**src/rtl/pixel_scan_ctrl.sv**
```systemverilog
// Raster scan sequencer: walks x/y over one frame, issues each pixel to the
// iteration engine, takes its result and strobes a frame-buffer write.
module pixel_scan_ctrl #(
  parameter int NUM_X_BITS = 10,
  parameter int NUM_Y_BITS = 9,
  parameter int ADDR_BITS  = 19,
  parameter int H_PIXELS   = 640,
  parameter int V_PIXELS   = 480
) (
  input  logic                  clk,
  input  logic                  n_rst,
  input  logic                  start,
  input  logic                  abort,
  output logic                  req_valid,
  input  logic                  req_ready,
  output logic [NUM_X_BITS-1:0] pixel_x,
  output logic [NUM_Y_BITS-1:0] pixel_y,
  input  logic                  res_valid,
  output logic                  res_ready,
  output logic                  wr_en,
  output logic [ADDR_BITS-1:0]  wr_addr,
  output logic                  busy,
  output logic                  frame_done
);

  typedef enum logic [2:0] {
    IDLE,
    ISSUE,
    WAIT,
    ADVANCE,
    DONE
  } state_t;

  localparam logic [NUM_X_BITS-1:0] X_LAST = NUM_X_BITS'(H_PIXELS - 1);
  localparam logic [NUM_Y_BITS-1:0] Y_LAST = NUM_Y_BITS'(V_PIXELS - 1);

  state_t                  state;
  state_t                  state_nx;
  logic [NUM_X_BITS-1:0]   x_nx;
  logic [NUM_Y_BITS-1:0]   y_nx;
  logic [ADDR_BITS-1:0]    addr_nx;

  always_ff @(posedge clk or negedge n_rst) begin
    if (!n_rst) begin
      state   <= IDLE;
      pixel_x <= '0;
      pixel_y <= '0;
      wr_addr <= '0;
    end else begin
      state   <= state_nx;
      pixel_x <= x_nx;
      pixel_y <= y_nx;
      wr_addr <= addr_nx;
    end
  end

  // Address tracks the scan linearly, so no y*H product is ever formed.
  always_comb begin
    state_nx = state;
    x_nx     = pixel_x;
    y_nx     = pixel_y;
    addr_nx  = wr_addr;
    if (abort) begin
      state_nx = IDLE;
      x_nx     = '0;
      y_nx     = '0;
      addr_nx  = '0;
    end else begin
      unique case (state)
        IDLE: begin
          if (start) begin
            state_nx = ISSUE;
            x_nx     = '0;
            y_nx     = '0;
            addr_nx  = '0;
          end
        end
        ISSUE: begin
          if (req_ready) state_nx = WAIT;
        end
        WAIT: begin
          if (res_valid) state_nx = ADVANCE;
        end
        ADVANCE: begin
          if (pixel_x != X_LAST) begin
            state_nx = ISSUE;
            x_nx     = pixel_x + NUM_X_BITS'(1);
            addr_nx  = wr_addr + ADDR_BITS'(1);
          end else if (pixel_y != Y_LAST) begin
            state_nx = ISSUE;
            x_nx     = '0;
            y_nx     = pixel_y + NUM_Y_BITS'(1);
            addr_nx  = wr_addr + ADDR_BITS'(1);
          end else begin
            state_nx = DONE;
          end
        end
        DONE: begin
          state_nx = IDLE;
        end
        default: begin
          state_nx = IDLE;
        end
      endcase
    end
  end

  assign req_valid  = (state == ISSUE);
  assign res_ready  = (state == WAIT);
  assign wr_en      = (state == ADVANCE);
  assign frame_done = (state == DONE);
  assign busy       = (state == ISSUE) || (state == WAIT) ||
                      (state == ADVANCE);

endmodule

```
**config.mk**
```make
export PLATFORM = sky130hd
export DESIGN_NAME = pixel_scan_ctrl
export DESIGN_NICKNAME = d
export VERILOG_FILES = /design/src/rtl/pixel_scan_ctrl.sv
export SDC_FILE = /design/constraint.sdc
export NUM_CORES = 1
export LEC_CHECK = 0
export CAP_MARGIN = 20
export CORE_MARGIN = 10
export CORE_UTILIZATION = 55
export DETAILED_ROUTE_END_ITERATION = 6
export PLACE_DENSITY = 0.86
export SLEW_MARGIN = 20
export SYNTH_ARGS = -nofsm -noshare
export SYNTH_HDL_FRONTEND = slang
export SYNTH_SLANG_ARGS = --single-unit
```
**constraint.sdc**
```tcl
create_clock -name clk -period 3.7 [get_ports clk]
set_input_delay 0.555 -clock clk [delete_from_list [all_inputs] [get_ports clk]]
set_output_delay 0.555 -clock clk [all_outputs]
set_load 0.005 [all_outputs]
```
==> metrics.txt, run 1 <==
unrepaired setup endpoints after global routing no; Hold Path Class input port to asynchronous set/reset pin; vias per std cell 6.09; width of the die 84.3 um; area overhead of the layout relative to synthesis 28.1%; num rows 23; Total GRT Usage 16.3%; Worst Setup Path Type register to register; average wire length per cell after detail routing 16.6 um; Via Count 2,072; Power Density 302 nW/um2; Final setup violation count 0; Leak Pwr 0.00109 uW; VDD IR-drop max 0.209 mV; max incr delay on CP 560 ps; die height 84.3 um; sum of net half-perimeters after detailed placement 4080 um; number of sinks handled by clock tree synthesis 41; clk_lat worst skew 300 ps; mean post-synth cell area 9.46 um2; number of enable-type register cells in the synthesized netlist 0; distinct cell type count of the synthesized netlist 45; cells taking the most area after synthesis dfrtp_1 45%, xnor2_1 5.4%, nor2_1 4.5%; clk slew on worst S/H paths 80 ps; Mapped Nets 249; cell at the root of the clock tree clkbuf_8; category of the worst setup path capture point register; Post-Place Cell Area 2810 um2; Worst EP arrival 2760 ps; required time at the endpoint of the critical path 3930 ps; slew of the pin with the lowest slew margin 917 ps; post-route standard cell area excluding fillers 2910 um2; global-route wire length before repair 9660 um; cell family with the largest share of critical-path delay simple AND/OR/NAND/NOR gates; number of H-tree branching levels 2; netlist area before placement 2270 um2; smallest setup slack after layout 1170 ps; ordered cell list for the critical path ha_1 -> and4_2 -> nor4b_1 -> o2111ai_1 -> or3_1 -> a21oi_1; Util after Layout 72.7%; part of the Yosys area used for sequential elements 45.2%; f_max 395 MHz; final global-route overflow total 0; antenna cell count 0; final number of max-transition violations 0; result of the run finished, final reports clean; area share of the largest cell type after synthesis 45.2%; number of synthesis warnings 0; top flip-flop cell by instance count after synthesis dfrtp_1; maximum number of pins on one net before global-route repair 42; effective utilization at floorplan 56.8%; TritonCTS clock tree done; Post-CTS Setup Inserts 0; most used cells in the layout excluding fill and tap cells 47 x clkdlybuf4s50_1, 41 x dfrtp_1, 27 x nor2_1, 14 x nand2_1, 14 x xnor2_1; placement-stage worst setup slack 964 ps; setup TNS after final layout 0 ps; Worst Setup Start Kind register; Critical path buffers and inverters 0; post-route antenna net violation count 0; Crit-path slowest cell nor4b_1; I/O pins 49; Initial DRT Pass Iterations 4; clock buffer depth 2; gate count after technology mapping 240; # resized after CTS 0; largest fanout on the critical path 4; part of the cycle the worst path needs 68.5%; cell type with the highest aggregate area in the netlist dfrtp_1; initial antenna violation count 0; Rel. slew slack 38.9%; Placer Congestion 0.834; worst clock skew 3.90 ps; number of buffers added to fix hold violations after cts 0; fraction of registers with async set/reset 100%; final critical path time including I/O delays and setup 2530 ps; number of buffers added by the clock tree synthesis step 5; fraction of layout cells with a size suffix above 1 9.66%; final hold viol count 0; wire length after detailed routing 5650 um; DRC violation total after the first TritonRoute iteration 104; remaining routing DRC violations 0; IO buf count 48; count of max-cap constraint violations 0; commonest non-fill, non-tap cell in the layout clkdlybuf4s50_1; total number of nets in the final design 299; area of the die 7100 um2; core box area 4000 um2; register bit total from synthesis 41; vias in the first global route 2,018
per-stage QoR:
step                power, uW  hold WS, ps  cells
floorplan                 498          259    240
global placement          533          539    333
detailed placement        535          546    333
CTS                       884          418    340
global route              916          446    340
finish                    878          385    340
cell families (layout without fill, tap and decap cells):
kind of cell,count (synthesis),in the layout,synth area share [%]
flops,41,41,45.2
mux,3,3,1.93
buf+inv,17,67,3.31
simple gates,114,114,29.0
compound gates,44,44,12.0
fa+ha+maj,3,3,1.65
xor+xnor,18,18,6.94
synthesized netlist by cell type (3+ instances only):
| cell | number |
|---|---|
| o21ai_0 | 12 |
| nand3_1 | 13 |
| nor4b_1 | 4 |
| ha_1 | 3 |
| o211ai_1 | 5 |
| dfrtp_1 | 41 |
| buf_2 | 3 |
| xnor2_1 | 14 |
| a21oi_1 | 12 |
| or4_1 | 5 |
| nor2_1 | 27 |
| xor2_1 | 4 |
| and3_1 | 4 |
| inv_1 | 5 |
| nand4_1 | 6 |
| clkbuf_1 | 7 |
| a211oi_1 | 4 |
| nor3_1 | 5 |
| or2_2 | 3 |
| or3_1 | 11 |
| nand2_1 | 14 |
| o31ai_1 | 5 |
| nor4_1 | 5 |
final cells by class:
cell class                      instances  area [um2]
Fill cell                             319        1090
Tap cell                               50        62.6
Clock inverter                          2        35.0
Timing Repair Buffer                   55         528
Sequential cell                        41        1030
Clock buffer                            5        68.8
Inverter                                5        18.8
Multi-Input combinational cell        182        1170
final timing paths:
| path | depth (start not counted) | slack [ps] | end | startpoint |
|---|---|---|---|---|
| worst max-delay path | 6 | 1170 | wr_addr[18] | wr_addr[1] |
| worst min-delay path | 1 | 390 | wr_addr[10] | n_rst |
| worst max register to register | 6 | 1170 | wr_addr[18] | wr_addr[1] |
| worst min register to register | 2 | 560 | wr_addr[18] | wr_addr[18] |
| max in group asynchronous | 1 | 2740 | pixel_y[2] | n_rst |
| min in group clk | 2 | 560 | wr_addr[18] | wr_addr[18] |
where the power goes:
| group | leakage [uW] | switching, uW | internal, uW |
|---|---|---|---|
| Clock | 0.0000540 | 157 | 196 |
| Combinational | 0.000462 | 43.4 | 27.2 |
| Sequential | 0.000571 | 5.14 | 450 |
flip-flops by register name, indices dropped and copies added, names as in the netlist:
register	flops
state	3
wr_addr	19
pixel_y	9
pixel_x	10
per-layer routing:
layer | wire length [um] | vias to the layer above | part of all wire [%] | GRT usage [%]
li1 | - | 977 | - | -
met1 | 2320 | 1022 | 41 | 19.0
met2 | 2800 | 67 | 49 | 26.4
met3 | 488 | 6 | 8.6 | 7.15
met4 | 48 | 0 | 0.85 | 4.87
met5 | 0 | - | 0 | 0
(Power assumes the default switching activity.)
==> run 2, diff against run 1 <==
--- a/config.mk
+++ b/config.mk
@@ -7,9 +7,9 @@
 export LEC_CHECK = 0
 export CAP_MARGIN = 20
 export CORE_MARGIN = 10
-export CORE_UTILIZATION = 55
+export CORE_UTILIZATION = 51
 export DETAILED_ROUTE_END_ITERATION = 6
-export PLACE_DENSITY = 0.86
+export PLACE_DENSITY = 0.8
 export SLEW_MARGIN = 20
 export SYNTH_ARGS = -nofsm -noshare
 export SYNTH_HDL_FRONTEND = slang
==> constraint.sdc (replaced) <==
create_clock -name clk -period 2.5 [get_ports clk]
set_input_delay 0.375 -clock clk [delete_from_list [all_inputs] [get_ports clk]]
set_output_delay 0.375 -clock clk [all_outputs]
set_load 0.005 [all_outputs]
==> run 2 against run 1 <==
  * Register-to-register slack worse by 850 ps
  * Non-clock buffer count is 5 higher
  * Cell count is 2.1% higher
  * Sequential power is 48% higher
  * Clock power increased by 48%
  * Global-route usage down 0.65 points
  * Clock skew increased by 2.3 ps
  * Clock-buffer cell count is the same
  * Setup slack worse by 850 ps
  * Die area increased by 6.0%
  * Cell area is 1.8% higher
  * Via count decreased by 2.6%
  * Critical path type unchanged
  * Largest cell class unchanged
  * Largest power group unchanged
==> metrics.txt, run 2 (synthesis results as in run 1) <==
initial antenna violation count 0 (unchanged); Util after Layout 68.5% (was 72.7%); required time at the endpoint of the critical path 2720 ps (was 3930 ps); TritonCTS clock tree done (unchanged); vias per std cell 5.82 (was 6.09); Via Count 2,019 (was 2,072); Final setup violation count 0 (unchanged); worst clock skew 6.17 ps (was 3.90 ps); # resized after CTS 0 (unchanged); max incr delay on CP 440 ps (was 560 ps); most used cells in the layout excluding fill and tap cells 47 x clkdlybuf4s50_1, 41 x dfrtp_1, 27 x nor2_1, 14 x nand2_1, 14 x xnor2_1 (unchanged); Hold Path Class input port to asynchronous set/reset pin (unchanged); Post-CTS Setup Inserts 0 (unchanged); Initial DRT Pass Iterations 4 (unchanged); result of the run finished, final reports clean (unchanged); VDD IR-drop max 0.235 mV (was 0.209 mV); sum of net half-perimeters after detailed placement 4250 um (was 4080 um); Worst EP arrival 2410 ps (was 2760 ps); average wire length per cell after detail routing 16.5 um (was 16.6 um); Worst Setup Start Kind register (unchanged); number of buffers added to fix hold violations after cts 0 (unchanged); final number of max-transition violations 0 (unchanged); slew of the pin with the lowest slew margin 885 ps (was 917 ps); Critical path buffers and inverters 1 (was 0); part of the cycle the worst path needs 87.4% (was 68.5%); number of buffers added by the clock tree synthesis step 5 (unchanged); Placer Congestion 0.855 (was 0.834); I/O pins 49 (unchanged); die height 86.7 um (was 84.3 um); Power Density 440 nW/um2 (was 302 nW/um2); Reg with most FFs wr_addr (unchanged); vias in the first global route 2,020 (was 2,018); fraction of layout cells with a size suffix above 1 11.2% (was 9.66%); smallest setup slack after layout 314 ps (was 1170 ps); Total GRT Usage 15.7% (was 16.3%); final critical path time including I/O delays and setup 2190 ps (was 2530 ps); num rows 24 (was 23); number of sinks handled by clock tree synthesis 41 (unchanged); DRC violation total after the first TritonRoute iteration 99 (was 104); width of the die 86.7 um (was 84.3 um); final hold viol count 0 (unchanged); area overhead of the layout relative to synthesis 30.4% (was 28.1%); effective utilization at floorplan 52.5% (was 56.8%); Rel. slew slack 41.0% (was 38.9%); remaining routing DRC violations 0 (unchanged); antenna cell count 0 (unchanged); placement-stage worst setup slack 143 ps (was 964 ps); fill cell instance count of the final layout 372 (was 319); wire length after detailed routing 5720 um (was 5650 um); Crit-path slowest cell dfrtp_1 (was nor4b_1); setup TNS after final layout 0 ps (unchanged); final global-route overflow total 0 (unchanged); clk slew on worst S/H paths 80 ps (about the same); clock buffer depth 2 (unchanged); category of the worst setup path capture point register (unchanged); largest fanout on the critical path 5 (was 4); IO buf count 48 (unchanged); total number of nets in the final design 304 (was 299); cell at the root of the clock tree clkbuf_8 (unchanged); global-route wire length before repair 9760 um (was 9660 um); unrepaired setup endpoints after global routing no (unchanged); flip-flop count of the largest register, all copies and words added 19 (unchanged); number of H-tree branching levels 2 (unchanged); clk_lat worst skew 290 ps (was 300 ps); maximum number of pins on one net before global-route repair 42 (unchanged); top flop regs wr_addr (19), pixel_x (10), pixel_y (9) (unchanged); f_max 457 MHz (was 395 MHz); area of the die 7520 um2 (was 7100 um2); ordered cell list for the critical path ha_1 -> and4_2 -> nor4b_1 -> buf_4 -> o2111ai_1 -> or3_1 -> a21oi_1 (was ha_1 -> and4_2 -> nor4b_1 -> o2111ai_1 -> or3_1 -> a21oi_1); post-route antenna net violation count 0 (unchanged); Worst Setup Path Type register to register (unchanged); count of max-cap constraint violations 0 (unchanged); core box area 4320 um2 (was 4000 um2); Leak Pwr 0.00112 uW (was 0.00109 uW); cell family with the largest share of critical-path delay simple AND/OR/NAND/NOR gates (unchanged); commonest non-fill, non-tap cell in the layout clkdlybuf4s50_1 (unchanged)
run 2: cell type report:
class / instances / area, um2 / area share, %
sequential: 41 / 1030 / 34.6
timing repair buffer: 60 / 578 / 19.5
tap: 52 / 65.1 / 2.20
clock buffer: 5 / 68.8 / 2.32
inverter: 5 / 18.8 / 0.634
clock inverter: 2 / 35.0 / 1.18
multi-input combinational: 182 / 1170 / 39.5
run 2: worst reg2reg max path: cells and delay by family, from the launching register on:
kind / cells / cell delay, ps
and+or+nand+nor: 3 / 910
DFF: 1 / 440
AOI/OAI and AO/OA: 2 / 350
adders and majority gates: 1 / 220
buffers and inverters: 1 / 170
run 2: metal layers:
layer / up-vias / GRT usage, % / share of wire (%)
met5: - / 0 / 0
met2: 45 / 25.8 / 48
met4: 0 / 4.27 / 1.3
met1: 982 / 18.4 / 43
li1: 986 / - / -
met3: 6 / 6.29 / 7.8
run 2: path summary, 6_finish.rpt:
path                            start     endpoint  slack, ps  cells after the start
setup / recovery           wr_addr[0]  wr_addr[18]        310                      7
hold / removal                  n_rst   wr_addr[7]        200                      1
setup reg to reg           wr_addr[0]  wr_addr[18]        310                      7
hold reg to reg            pixel_y[0]   pixel_y[0]        550                      1
max in group asynchronous       n_rst   pixel_y[0]       1740                      1
min in group clk           pixel_y[0]   pixel_y[0]        550                      1
run 2: metrics by stage:
stage                     power (uW)  area (um2)  hold WS [ps]  instances
after global routing            1350        2960           267        347
final                           1300        2960           197        347
after detailed placement         795        2860           544        340
after global placement           793        2860           541        340
after CTS                       1310        2960           240        347
after floorplan                  737        2270          79.4        240
run 2: power by group:
part / internal [uW] / switching, uW / leakage [uW]
Sequential: 666 / 7.49 / 0.000571
Combinational: 44.8 / 63.2 / 0.000491
Clock: 290 / 230 / 0.0000540
Total: 1000 / 301 / 0.00112
==> run 3, diff against run 2 <==
==> constraint.sdc (replaced) <==
create_clock -name clk -period 2.3 [get_ports clk]
set_input_delay 0.345 -clock clk [delete_from_list [all_inputs] [get_ports clk]]
set_output_delay 0.345 -clock clk [all_outputs]
set_load 0.005 [all_outputs]
==> run 3 against run 2 <==
  * Global-route usage increased by 0.74 points
  * Clock skew decreased by 0.50 ps
  * Largest power group unchanged
  * Combinational power increased by 11%
  * Setup slack got worse by 190 ps
==> metrics.txt, run 3 (synthesis results as in run 1) <==
worst clock skew 5.67 ps (was 6.17 ps); clock network fraction of design power 34.9% (was 40.0%); smallest setup slack after layout 128 ps (was 314 ps); vias per std cell 5.87 (was 5.82); setup slack on the worst flop-to-flop path 130 ps (was 310 ps); commonest non-fill, non-tap cell in the layout clkdlybuf4s50_1 (unchanged); clk slew on worst S/H paths 80 ps (about the same); average wire length per cell after detail routing 16.2 um (was 16.5 um); cell family with the largest share of critical-path delay simple AND/OR/NAND/NOR gates (unchanged); sum of net half-perimeters after detailed placement 4290 um (was 4250 um); Via Count 2,094 (was 2,019); f_max 460 MHz (was 457 MHz); Critical path buffers and inverters 0 (was 1); VDD IR-drop max 0.334 mV (was 0.235 mV); width of the die 86.7 um (unchanged); max incr delay on CP 470 ps (was 440 ps); unrepaired setup endpoints after global routing no (unchanged); ordered cell list for the critical path nor3b_1 -> nand3_2 -> or3_1 -> mux4_2 -> nor3b_1 (was ha_1 -> and4_2 -> nor4b_1 -> buf_4 -> o2111ai_1 -> or3_1 -> a21oi_1); number of instances in the placed design 349 (was 340); global-route wire length before repair 10,300 um (was 9760 um); number of buffers added to fix hold violations after cts 0 (unchanged); I/O pins 49 (unchanged); R2R Path End state[0] (was wr_addr[18]); Total GRT Usage 16.4% (was 15.7%); switch share 24.4% (was 23.1%); number of cells on the worst reg-to-reg path 5 (was 7); wire length after detailed routing 5780 um (was 5720 um); Worst Setup Start Kind register (unchanged); fill cell instance count of the final layout 371 (was 372); clk_lat worst skew 300 ps (was 290 ps); Post-CTS Setup Inserts 0 (unchanged); number of buffers added by the clock tree synthesis step 5 (unchanged); initial antenna violation count 0 (unchanged); Rel. slew slack 39.8% (was 41.0%); remaining routing DRC violations 0 (unchanged); total number of nets in the final design 313 (was 304); vias in the first global route 2,245 (was 2,020); cell at the root of the clock tree clkbuf_8 (unchanged); Hold Path Class input port to asynchronous set/reset pin (unchanged); die height 86.7 um (unchanged); maximum number of pins on one net before global-route repair 42 (unchanged); Register Area 1030 um2 (about the same); effective utilization at floorplan 52.5% (unchanged); antenna cell count 0 (unchanged); count of max-cap constraint violations 0 (unchanged); Crit-path slowest cell mux4_2 (was dfrtp_1); Worst EP arrival 2350 ps (was 2410 ps); DRC violation total after the first TritonRoute iteration 97 (was 99); final hold viol count 0 (unchanged); largest fanout on the critical path 5 (unchanged); number of sinks handled by clock tree synthesis 41 (unchanged); launch point of the worst reg-to-reg path pixel_x[7] (was wr_addr[0]); num rows 24 (unchanged); area of combinational cells with multiple inputs 1170 um2 (unchanged); required time at the endpoint of the critical path 2480 ps (was 2720 ps); core box area 4320 um2 (unchanged); Placer Congestion 0.804 (was 0.855); final critical path time including I/O delays and setup 2170 ps (was 2190 ps); flip-flop count of the largest register, all copies and words added 19 (unchanged); Gate power share 9.2% (was 8.3%); number of H-tree branching levels 2 (unchanged); CP most frequent cell nor3b_1; area overhead of the layout relative to synthesis 31.8% (was 30.4%); post-route antenna net violation count 0 (unchanged); part of the cycle the worst path needs 94.5% (was 87.4%); post-route insts no fill 357 (was 347); internal power of the cells 989 uW (was 1000 uW); clock buffer depth 2 (unchanged); Reg with most FFs wr_addr (unchanged); fraction of layout cells with a size suffix above 1 13.4% (was 11.2%); Initial DRT Pass Iterations 4 (unchanged); NetSw 319 uW (was 301 uW); result of the run finished, final reports clean (unchanged); Leak Pwr 0.00114 uW (was 0.00112 uW); TritonCTS clock tree done (unchanged); most used cells in the layout excluding fill and tap cells 47 x clkdlybuf4s50_1, 40 x dfrtp_1, 27 x nor2_1, 21 x buf_4 (was 47 x clkdlybuf4s50_1, 41 x dfrtp_1, 27 x nor2_1, 14 x nand2_1, 14 x xnor2_1); IO buf count 48 (unchanged); setup TNS after final layout 0 ps (unchanged); Final setup violation count 0 (unchanged); placement-stage worst setup slack -34.5 ps (was 143 ps); Power Density 437 nW/um2 (was 440 nW/um2); slew of the pin with the lowest slew margin 903 ps (was 885 ps); share of power burned in registers 55.9% (was 51.7%); category of the worst setup path capture point register (unchanged); final global-route overflow total 0 (unchanged); Worst Setup Path Type register to register (unchanged); final number of max-transition violations 0 (unchanged); top flop regs wr_addr (19), pixel_x (10), pixel_y (9) (unchanged); area of the die 7520 um2 (unchanged)
run 3: cell count changes in the layout (fill, tap and decap cells not counted), sizes merged:
cell / before / now
clkinv: 1 / 0
buf: 13 / 22
clkbuf: 5 / 8
bufinv: 1 / 0
run 3: per-stage QoR:
step           area (um2)  hold slack, ps  total power, uW  utilization (%)
2_1_floorplan        2270            49.4              802                -
3_3_place_gp         2910             527              863             67.4
3_5_place_dp         2910             527              866             67.4
4_1_cts              2990             209             1320             69.2
5_1_grt              2990             240             1370             69.2
6_report             2990             169             1310             69.2
run 3: worst max-delay path by stage:
stage / slack (ps) / endpoint / cells past startpoint / from
floorplan: 270 / wr_addr[9] / 8 / pixel_y[0]
global placement: 60 / wr_addr[15] / 7 / start
detailed placement: -30 / wr_addr[9] / 7 / start
CTS: 120 / wr_addr[18] / 7 / wr_addr[0]
global route: 6 / wr_addr[18] / 7 / wr_addr[1]
finish: 130 / state[0] / 5 / pixel_x[7]
run 3: power by group through the flow:
stage               registers, uW  logic, uW  clock network [uW]
floorplan                     744       57.4                   0
global placement              745        118                   0
detailed placement            745        121                   0
CTS                           731        121                 467
global route                  732        132                 502
finish                        731        120                 457
run 3: worst register-to-register path: stages (launching register included):
cell	delay (ps)
dfrtp_1	420
nor3b_1	440
nand3_2	180
or3_1	400
mux4_2	470
nor3b_1	150
run 3: repair_timing:
| item | 4_1_cts | 5_1_grt |
|---|---|---|
| hold endpoints to repair | 0 | 0 |
| resized for setup | 0 | 1 |
| setup endpoints to repair | 0 | 1 |
run 3: cell type report:
class,instances,share of cell area (%)
multi-input cells,182,39.1
well taps,52,2.17
clock buffers,8,2.67
flip-flops and latches,41,34.3
inverters,5,0.627
repair buffers,69,21.1
run 3: layer usage:
metal  share of wire, %  global-route usage (%)  vias to the layer above
li1                   -                       -                     1004
met4                1.6                    5.60                        0
met5                  0                       0                        -
met1                 43                    19.4                     1020
met3                8.1                    6.47                       14
met2                 48                    26.4                       56
